==> src/rtl/spi_word_streamer_if.sv <==
// Handshake bundle between the SPI word collector, the streamer and the
// downstream serial consumer.
interface spi_word_streamer_if #(
  parameter int WORD_WIDTH = 96,
  parameter int DEPTH      = 2
);
  logic                       word_valid;
  logic [WORD_WIDTH-1:0]      word_in;
  logic                       out_valid;
  logic                       out_ready;
  logic                       out_data;
  logic                       out_first;
  logic                       out_last;
  logic                       overflow;
  logic [$clog2(DEPTH+1)-1:0] level;

  modport master (
    output word_valid, word_in, out_ready,
    input  out_valid, out_data, out_first, out_last, overflow, level
  );

  modport slave (
    input  word_valid, word_in, out_ready,
    output out_valid, out_data, out_first, out_last, overflow, level
  );
endinterface

==> src/rtl/spi_word_streamer.sv <==
// Ping-pong word buffer that re-serialises captured SPI words bit 0 first
// onto a valid/ready bit stream, flagging words dropped on overflow.
//
// state  | meaning
// IDLE   | buffer empty, out_valid low
// STREAM | presenting bit bit_idx of slot rd_ptr
module spi_word_streamer #(
  parameter int WORD_WIDTH = 96,
  parameter int DEPTH      = 2
) (
  input logic clk,
  input logic resetN,
  spi_word_streamer_if.slave bus
);
  localparam int BW = $clog2(WORD_WIDTH);
  localparam int PW = $clog2(DEPTH);
  localparam int CW = $clog2(DEPTH+1);

  typedef enum logic {IDLE = 1'b0, STREAM = 1'b1} state_t;

  state_t                state_q, state_d;
  logic [WORD_WIDTH-1:0] mem_q [DEPTH];
  logic [PW-1:0]         wr_ptr_q, wr_ptr_d;
  logic [PW-1:0]         rd_ptr_q, rd_ptr_d;
  logic [CW-1:0]         count_q, count_d;
  logic [BW-1:0]         bit_idx_q, bit_idx_d;
  logic                  overflow_q, overflow_d;

  logic streaming, last_bit, xfer, pop, wr_acc;

  always_comb begin
    streaming  = (state_q == STREAM);
    last_bit   = (bit_idx_q == BW'(WORD_WIDTH-1));
    xfer       = streaming && bus.out_ready;
    pop        = xfer && last_bit;
    // A full buffer can still take a word if the head slot frees this cycle.
    wr_acc     = bus.word_valid && ((count_q != CW'(DEPTH)) || pop);
    count_d    = count_q + CW'(wr_acc) - CW'(pop);
    wr_ptr_d   = wr_acc ? wr_ptr_q + PW'(1) : wr_ptr_q;
    rd_ptr_d   = pop ? rd_ptr_q + PW'(1) : rd_ptr_q;
    overflow_d = overflow_q || (bus.word_valid && !wr_acc);

    bit_idx_d = bit_idx_q;
    if (pop)
      bit_idx_d = '0;
    else if (xfer)
      bit_idx_d = bit_idx_q + BW'(1);

    state_d = state_q;
    case (state_q)
      IDLE:    if (count_d != '0) state_d = STREAM;
      STREAM:  if (pop && (count_d == '0)) state_d = IDLE;
      default: state_d = IDLE;
    endcase
  end

  always_ff @(posedge clk) begin
    if (!resetN) begin
      state_q    <= IDLE;
      wr_ptr_q   <= '0;
      rd_ptr_q   <= '0;
      count_q    <= '0;
      bit_idx_q  <= '0;
      overflow_q <= 1'b0;
    end else begin
      state_q    <= state_d;
      wr_ptr_q   <= wr_ptr_d;
      rd_ptr_q   <= rd_ptr_d;
      count_q    <= count_d;
      bit_idx_q  <= bit_idx_d;
      overflow_q <= overflow_d;
    end
  end

  // Slot storage is deliberately left out of reset.
  always_ff @(posedge clk) begin
    if (resetN && wr_acc)
      mem_q[wr_ptr_q] <= bus.word_in;
  end

  assign bus.out_valid = streaming;
  assign bus.out_data  = streaming && mem_q[rd_ptr_q][bit_idx_q];
  assign bus.out_first = streaming && (bit_idx_q == '0);
  assign bus.out_last  = streaming && last_bit;
  assign bus.overflow  = overflow_q;
  assign bus.level     = count_q;
endmodule

==> src/flat_wrapper.sv <==
// flat-port wrapper written by rule: the top's interface ports become plain ports
module spi_word_streamer_flat 
#(
  parameter int WORD_WIDTH = 96,
  parameter int DEPTH      = 2
)
  (clk, resetN, bus_word_valid, bus_word_in, bus_out_ready, bus_out_valid, bus_out_data, bus_out_first, bus_out_last, bus_overflow, bus_level);
  spi_word_streamer_if #(.WORD_WIDTH(WORD_WIDTH), .DEPTH(DEPTH)) bus_i ();
  input logic clk;
  input logic resetN;
  input wire logic [$bits(bus_i.word_valid)-1:0] bus_word_valid;
  input wire logic [$bits(bus_i.word_in)-1:0] bus_word_in;
  input wire logic [$bits(bus_i.out_ready)-1:0] bus_out_ready;
  output wire logic [$bits(bus_i.out_valid)-1:0] bus_out_valid;
  output wire logic [$bits(bus_i.out_data)-1:0] bus_out_data;
  output wire logic [$bits(bus_i.out_first)-1:0] bus_out_first;
  output wire logic [$bits(bus_i.out_last)-1:0] bus_out_last;
  output wire logic [$bits(bus_i.overflow)-1:0] bus_overflow;
  output wire logic [$bits(bus_i.level)-1:0] bus_level;
  assign bus_i.word_valid = bus_word_valid;
  assign bus_i.word_in = bus_word_in;
  assign bus_i.out_ready = bus_out_ready;
  assign bus_out_valid = bus_i.out_valid;
  assign bus_out_data = bus_i.out_data;
  assign bus_out_first = bus_i.out_first;
  assign bus_out_last = bus_i.out_last;
  assign bus_overflow = bus_i.overflow;
  assign bus_level = bus_i.level;
  spi_word_streamer #(.WORD_WIDTH(WORD_WIDTH), .DEPTH(DEPTH)) u_core (.clk(clk), .resetN(resetN), .bus(bus_i));
endmodule
==> config.mk <==
export PLATFORM = sky130hd
export DESIGN_NAME = spi_word_streamer_flat
export DESIGN_NICKNAME = d
export VERILOG_FILES = /design/src/rtl/spi_word_streamer_if.sv /design/src/rtl/spi_word_streamer.sv /design/src/flat_wrapper.sv
export SDC_FILE = /design/constraint.sdc
export NUM_CORES = 1
export LEC_CHECK = 0
export CAP_MARGIN = 10
export CELL_PAD_IN_SITES_DETAIL_PLACEMENT = 1
export CELL_PAD_IN_SITES_GLOBAL_PLACEMENT = 1
export CORE_ASPECT_RATIO = 1.4
export CORE_UTILIZATION = 47
export CTS_CLUSTER_DIAMETER = 120
export DETAILED_ROUTE_END_ITERATION = 6
export PLACE_DENSITY_LB_ADDON = 0.1
export SLEW_MARGIN = 20
export SYNTH_ARGS = -nofsm -noshare
export SYNTH_HDL_FRONTEND = slang
export SYNTH_SLANG_ARGS = --single-unit
==> constraint.sdc <==
create_clock -name clk -period 8 [get_ports clk]
set_input_delay 1.6 -clock clk [delete_from_list [all_inputs] [get_ports clk]]
set_output_delay 1.6 -clock clk [all_outputs]
set_load 0.01 [all_outputs]
==> results of run 1 <==
power by group through the flow:
stage | combinational, mW | sequential, mW | clock [mW]
6_report | 0.168 | 1.25 | 0.889
5_1_grt | 0.181 | 1.25 | 0.942
2_1_floorplan | 0.0798 | 1.27 | 0
4_1_cts | 0.169 | 1.25 | 0.909
3_3_place_gp | 0.164 | 1.27 | 0
3_5_place_dp | 0.168 | 1.27 | 0
registers in the layout, summed over array words and instances, names as in the netlist, named ones only:
register              flops
u_core.mem_q            192
u_core.bit_idx_q          7
u_core.bus.out_valid      1
u_core.rd_ptr_q           1
u_core.bus.overflow       1
u_core.wr_ptr_q           1
u_core.bus.level          2
worst max-delay path, cell delays in order (launching register included):
cell and delay (ns):
dfxtp_1 0.99, nor2_1 0.40, a22o_1 0.32, a221oi_1 0.37, nor4b_1 0.10, a311o_1 0.35
o311a_1 0.13, clkdlybuf4s50_1 0.51
layout by cell type, fill, tap and decap left out, drive strengths merged, types with 4 or more instances in the layout:
master         instances
clkbuf                25
xnor2                  7
clkinv                 9
nand2                 26
a2111oi                4
a22oi                  9
inv                    5
clkdlybuf4s50        106
nand3                  7
mux2i                  8
a21oi                  6
mux4                  44
edfxtp               192
buf                    5
nor2b                 12
nor2                  20
dfxtp                 14
how the worst max path moves through the flow:
| stage | from | slack (ns) | cells after the start | to |
|---|---|---|---|---|
| floorplan | bus_out_ready | 1.32 | 6 | u_core.mem_q[0][0] |
| global placement | register | 2.95 | 7 | bus_out_data |
| detailed placement | register | 2.94 | 7 | bus_out_data |
| CTS | register | 2.41 | 7 | bus_out_data |
| global route | u_core.bit_idx_q[1] | 2.49 | 7 | bus_out_data |
| finish | u_core.bit_idx_q[1] | 2.74 | 7 | bus_out_data |
layer usage:
layer | track usage | wire (um)
met1 | 0.227 | 6550
met2 | 0.342 | 8610
met5 | 0 | 0
met4 | 0.0616 | 397
met3 | 0.0333 | 707
metrics by stage:
step	cell area (um^2)	hold WS [ns]	utilization	cells
after floorplan	8050	0.504	-	415
after global placement	9290	0.484	0.555	707
after CTS	9900	0.515	0.591	742
after global routing	9940	0.552	0.594	744
final	9940	0.511	0.594	744
after detailed placement	9290	0.501	0.555	707
area by class of cell:
type | instances | area (um^2) | share of cell area
well taps | 203 | 254 | 0.0255
flip-flops and latches | 206 | 6050 | 0.608
clock inverters | 10 | 71.3 | 0.00717
clock buffers | 25 | 541 | 0.0544
repair buffers | 111 | 1120 | 0.113
inverters | 5 | 18.8 | 0.00189
multi-input cells | 184 | 1890 | 0.190
cell families (layout without fill, tap and decap cells):
logic type                 Yosys count  count (layout)  share of synthesized area
adders and majority gates            3               3                    0.00466
buffers and inverters               25             151                     0.0166
muxes                               52              52                      0.134
AOI/OAI and AO/OA                   38              38                     0.0347
and+or+nand+nor                     81              81                     0.0485
DFF                                206             206                      0.751
xor gates and xnor gates            10              10                     0.0109
==> summary.txt, run 1 <==
Status: finished, final reports clean
Worst-Margin Slew: 1.01 ns
Clock Power Share: 0.385
Setup CP Type: register to primary output
Power per cell area: 232 nW/um^2
DIE HEIGHT: 157 um
Root buf cell: clkbuf_16
Post-Syn Instances: 415
Total power: 2.31 mW
Ratio of cells with drive above 1 in the final layout: 0.150
Vias: 4242
Layout Nets: 631
Post-synth ARST share: 0
CTS Buf Count: 20
Worst slack, placed: 2.94 ns
Die ar.: 17700 um^2
Reg clk slew, reported paths: 0.06 ns
Reg2Reg Launch Point: u_core.bit_idx_q[1]
Synth warn: 0
Final Skew: 0.00634 ns
Filler instances: 1459
Total setup buffers inserted after CTS: 0
Worst setup EP type: primary output
Area contributors post-synth: edfxtp_1 (72%), mux4_2 (12%), dfxtp_1 (3.5%), nand2_1 (1.2%), mux2i_1 (0.99%)
Critical R2R Capture: u_core.mem_q[0][68]
VDD IR max: 0.184 mV
Synth-to-layout area growth: 23.5%
Die width: 113 um
TritonRoute pass-1 iters: 4
Syn_nets: 518
Worst setup SP type: register
Cell count of the worst reg-to-reg path: 11
#FFs+latches synth: 206
Final wirelength: 16.3 mm
Num Clock Sinks: 206
Final worst-path cycle share: 0.658
Per-cell routed wire length: 21.9 um
Via density: 5.70
Hold depth: 2
Hold EP: u_core.bus.overflow
Final Hold Vio Count: 0
Fin crit period: 5.26 ns
H-Tree Depth: 1
Critical path required time: 6.40 ns
Leak: 3.18 nW
Synth Flop Type: edfxtp_1
Clock Tree Buf Depth: 3
First-pass GRT wire length: 24.9 mm
Worst EP arrival: 3.66 ns
# setup viols final: 0
Top-count cell post-synth: edfxtp_1
Critical path peak fanout: 23
Largest net degree at the start of global routing: 58
Post-detailed-route count of antenna-violating nets: 0
Normalized max-slew margin: 0.324
Reg-to-reg setup timing slack: 4.04 ns
Hold WC Path Type: register to register
Setup TNS Final: 0 ns
Internal power: 1.83 mW
Initial Util: 0.481
Sw frac: 0.206
Number of global-route vias before repair: 4629
Register area share after synthesis: 0.751
HPWL Detailed: 10.5 mm
Row count: 56
Yosys cell types: 46
Number of port buffers: 106
Sequential share of power: 0.542
RePlAce Congestion: 0.739
Global-route usage over all layers: 0.188
# diodes: 0
Hold path startpoint: u_core.bus.overflow
Max-cap violations: 0
Synth top area share: 0.716
Initial antenna violation count: 0
Setup WS post-layout: 2.74 ns
# DRC: 0
Post-synth EDFFs: 192
DR iter-0 viols: 183
GRT Residual Overflow: 0
NetSw: 0.476 mW
Achievable frequency: 190 MHz
Yosys top cell by area: edfxtp_1
Core area: 16700 um^2
Worst-Skew Late Latency: 0.49 ns
CTS Hold Bufs: 0
Avg Inst Size Synth: 19.4 um^2
Comb pwr share: 0.073
I/O Pins: 107
Ranking of synthesized cells by instance count: edfxtp_1 (192), mux4_2 (42), nand2_1 (26), nor2_1 (20), dfxtp_1 (14)
Cell Area, Synth: 8050 um^2
Fin. max-slew vios: 0
Post-cts repair resize count: 0
RSZ-0062 raised after global routing: no
CTS tree: built
(Power assumes the default switching activity.)
==> inputs of run 2 (changes only) <==
==> constraint.sdc (replaced) <==
create_clock -name clk -period 5.4 [get_ports clk]
set_input_delay 1.08 -clock clk [delete_from_list [all_inputs] [get_ports clk]]
set_output_delay 1.08 -clock clk [all_outputs]
set_load 0.01 [all_outputs]
==> summary.txt, run 2 (synthesized netlist as in run 1, its figures left out) <==
Setup TNS Final: 0 ns (unchanged)
CTS Hold Bufs: 0 (unchanged)
Worst slack, placed: 0.920 ns (was 2.94 ns)
Largest net degree at the start of global routing: 97 (was 58)
Post-cts repair resize count: 0 (unchanged)
HPWL Detailed: 10.9 mm (was 10.5 mm)
Number of global-route vias before repair: 4736 (was 4629)
Achievable frequency: 216 MHz
Power per cell area: 364 nW/um^2 (was 232 nW/um^2)
Root buf cell: clkbuf_16 (unchanged)
Via density: 5.63 (was 5.70)
Internal power: 2.96 mW (was 1.83 mW)
Initial antenna violation count: 0 (unchanged)
CTS Buf Count: 20 (unchanged)
Fin crit period: 4.63 ns
Number of port buffers: 106 (unchanged)
CTS tree: built (unchanged)
TritonRoute pass-1 iters: 4 (unchanged)
Status: finished, final reports clean (unchanged)
Ratio of cells with drive above 1 in the final layout: 0.157 (was 0.150)
Normalized max-slew margin: 0.480 (was 0.324)
Initial Util: 0.481 (unchanged)
Reg with most FFs: u_core.mem_q (unchanged)
Final Hold Vio Count: 0 (unchanged)
Post-detailed-route count of antenna-violating nets: 0 (unchanged)
Max reg flops: 192 (unchanged)
Final worst-path cycle share: 0.858
Reg clk slew, reported paths: 0.06 ns (about the same)
Vias: 4202 (was 4242)
Setup CP Type: register to primary output (unchanged)
Most common cell after layout, fill and taps aside: edfxtp_1 (unchanged)
Slowest stage cell, crit path: dfxtp_2 (was dfxtp_1)
Critical path required time: 4.32 ns (was 6.40 ns)
Num Clock Sinks: 206 (unchanged)
Setup WS post-layout: 0.766 ns (was 2.74 ns)
Worst-Skew Late Latency: 0.50 ns (was 0.49 ns)
Global-route usage over all layers: 0.197 (was 0.188)
Critical path peak fanout: 28 (was 23)
Reg2Reg Launch Point: u_core.bit_idx_q[0] (was u_core.bit_idx_q[1])
Sw frac: 0.197 (was 0.206)
# setup viols final: 0 (unchanged)
Crit path cell chain: buf_4 -> mux4_2 -> o21ai_0 -> a21oi_1 -> nand2_1 -> a41oi_1 -> o311a_1 -> clkdlybuf4s50_1 (was nor2_1 -> a22o_1 -> a221oi_1 -> nor4b_1 -> a311o_1 -> o311a_1 -> clkdlybuf4s50_1)
Final Skew: 0.0132 ns (was 0.00634 ns)
Hold WC Path Type: register to register (unchanged)
Max-cap violations: 0 (unchanged)
Register Area: 6050 um^2 (unchanged)
H-Tree Depth: 1 (unchanged)
Hold depth: 2 (unchanged)
Leak: 3.24 nW (was 3.18 nW)
Critical R2R Capture: u_core.mem_q[1][71] (was u_core.mem_q[0][68])
Layout Nets: 632 (was 631)
Clock Tree Buf Depth: 3 (unchanged)
Per-cell routed wire length: 22.6 um (was 21.9 um)
First-pass GRT wire length: 25.9 mm (was 24.9 mm)
I/O Pins: 107 (unchanged)
DR iter-0 viols: 214 (was 183)
# DRC: 0 (unchanged)
Comb pwr share: 0.067 (was 0.073)
NetSw: 0.726 mW (was 0.476 mW)
Worst setup EP type: primary output (unchanged)
Core area: 16700 um^2 (unchanged)
Hold EP: u_core.bus.overflow (unchanged)
Die width: 113 um (unchanged)
DIE HEIGHT: 157 um (unchanged)
Hold path startpoint: u_core.bus.overflow (unchanged)
Area of the multi-input gates: 1890 um^2 (unchanged)
Row count: 56 (unchanged)
Final wirelength: 16.9 mm (was 16.3 mm)
Sequential share of power: 0.504 (was 0.542)
Clock Power Share: 0.429 (was 0.385)
Fin. max-slew vios: 0 (unchanged)
Worst setup SP type: register (unchanged)
Total setup buffers inserted after CTS: 0 (unchanged)
# diodes: 0 (unchanged)
RSZ-0062 raised after global routing: no (unchanged)
VDD IR max: 0.270 mV (was 0.184 mV)
WHS: 0.500 ns (was 0.511 ns)
RePlAce Congestion: 0.757 (was 0.739)
Worst-Margin Slew: 0.781 ns (was 1.01 ns)
Filler instances: 1449 (was 1459)
Cell count of the worst reg-to-reg path: 10 (was 11)
Commonest non-fill, non-tap cells in the layout: edfxtp_1 (192), clkdlybuf4s50_1 (106), mux4_2 (42) (unchanged)
Synth-to-layout area growth: 25.6% (was 23.5%)
Reg-to-reg setup timing slack: 1.65 ns (was 4.04 ns)
CP max stage delay: 0.84 ns (was 0.99 ns)
Worst EP arrival: 3.55 ns (was 3.66 ns)
GRT Residual Overflow: 0 (unchanged)
Die ar.: 17700 um^2 (unchanged)
==> run 2: changes by cell type in the layout (fill, tap and decap cells not counted) <==
cell        change
buf_16          +1
bufinv_16       +5
clkbuf_1        -1
clkinv_1        -1
clkinv_2        -5
clkinvlp_4      +3
==> run 2: power by group through the flow <==
stage | sequential, mW | clock (mW) | combinational [mW]
final | 1.86 | 1.58 | 0.248
after global routing | 1.86 | 1.67 | 0.267
after CTS | 1.86 | 1.61 | 0.253
after detailed placement | 1.89 | 0 | 0.252
after global placement | 1.88 | 0 | 0.245
after floorplan | 1.88 | 0 | 0.118
==> run 2: worst max-delay path: cells and delay by family, from the launching register on <==
kind            cells  cell delay [ns]
simple gates        1             0.10
compound gates      4             0.86
buf+inv             2             0.92
mux                 1             0.33
flops               1             0.84
==> run 2: layer usage <==
layer | track usage | share of wire | vias up
met5 | 0.00870 | 0 | -
met4 | 0.0616 | 0.018 | 0
met3 | 0.0352 | 0.043 | 22
met2 | 0.366 | 0.55 | 103
met1 | 0.231 | 0.39 | 2164
li1 | - | - | 1913
==> run 2: area by class of cell <==
cell class,count,share of cell area
clock buffer,24,0.0531
clock inverter,12,0.0213
inverter,5,0.00186
multi-input combinational,184,0.186
sequential,206,0.598
tap,203,0.0251
timing repair buffer,112,0.114
==> run 2: per-stage QoR <==
stage | cells | utilization | power [mW] | instance area, um^2
floorplan | 415 | - | 2.00 | 8060
global placement | 709 | 0.557 | 2.13 | 9330
detailed placement | 709 | 0.557 | 2.14 | 9330
CTS | 745 | 0.602 | 3.72 | 10100
global route | 746 | 0.604 | 3.80 | 10100
finish | 746 | 0.604 | 3.68 | 10100
==> run 2: how the worst max path moves through the flow <==
stage / startpoint / end / slack [ns] / depth (start not counted)
floorplan: bus_out_ready / u_core.mem_q[0][0] / 0.91 / 6
global placement: register / bus_out_data / 0.89 / 7
detailed placement: register / bus_out_data / 0.92 / 7
CTS: register / bus_out_data / 0.40 / 6
global route: u_core.bit_idx_q[0] / bus_out_data / 0.53 / 8
finish: u_core.bit_idx_q[0] / bus_out_data / 0.77 / 8
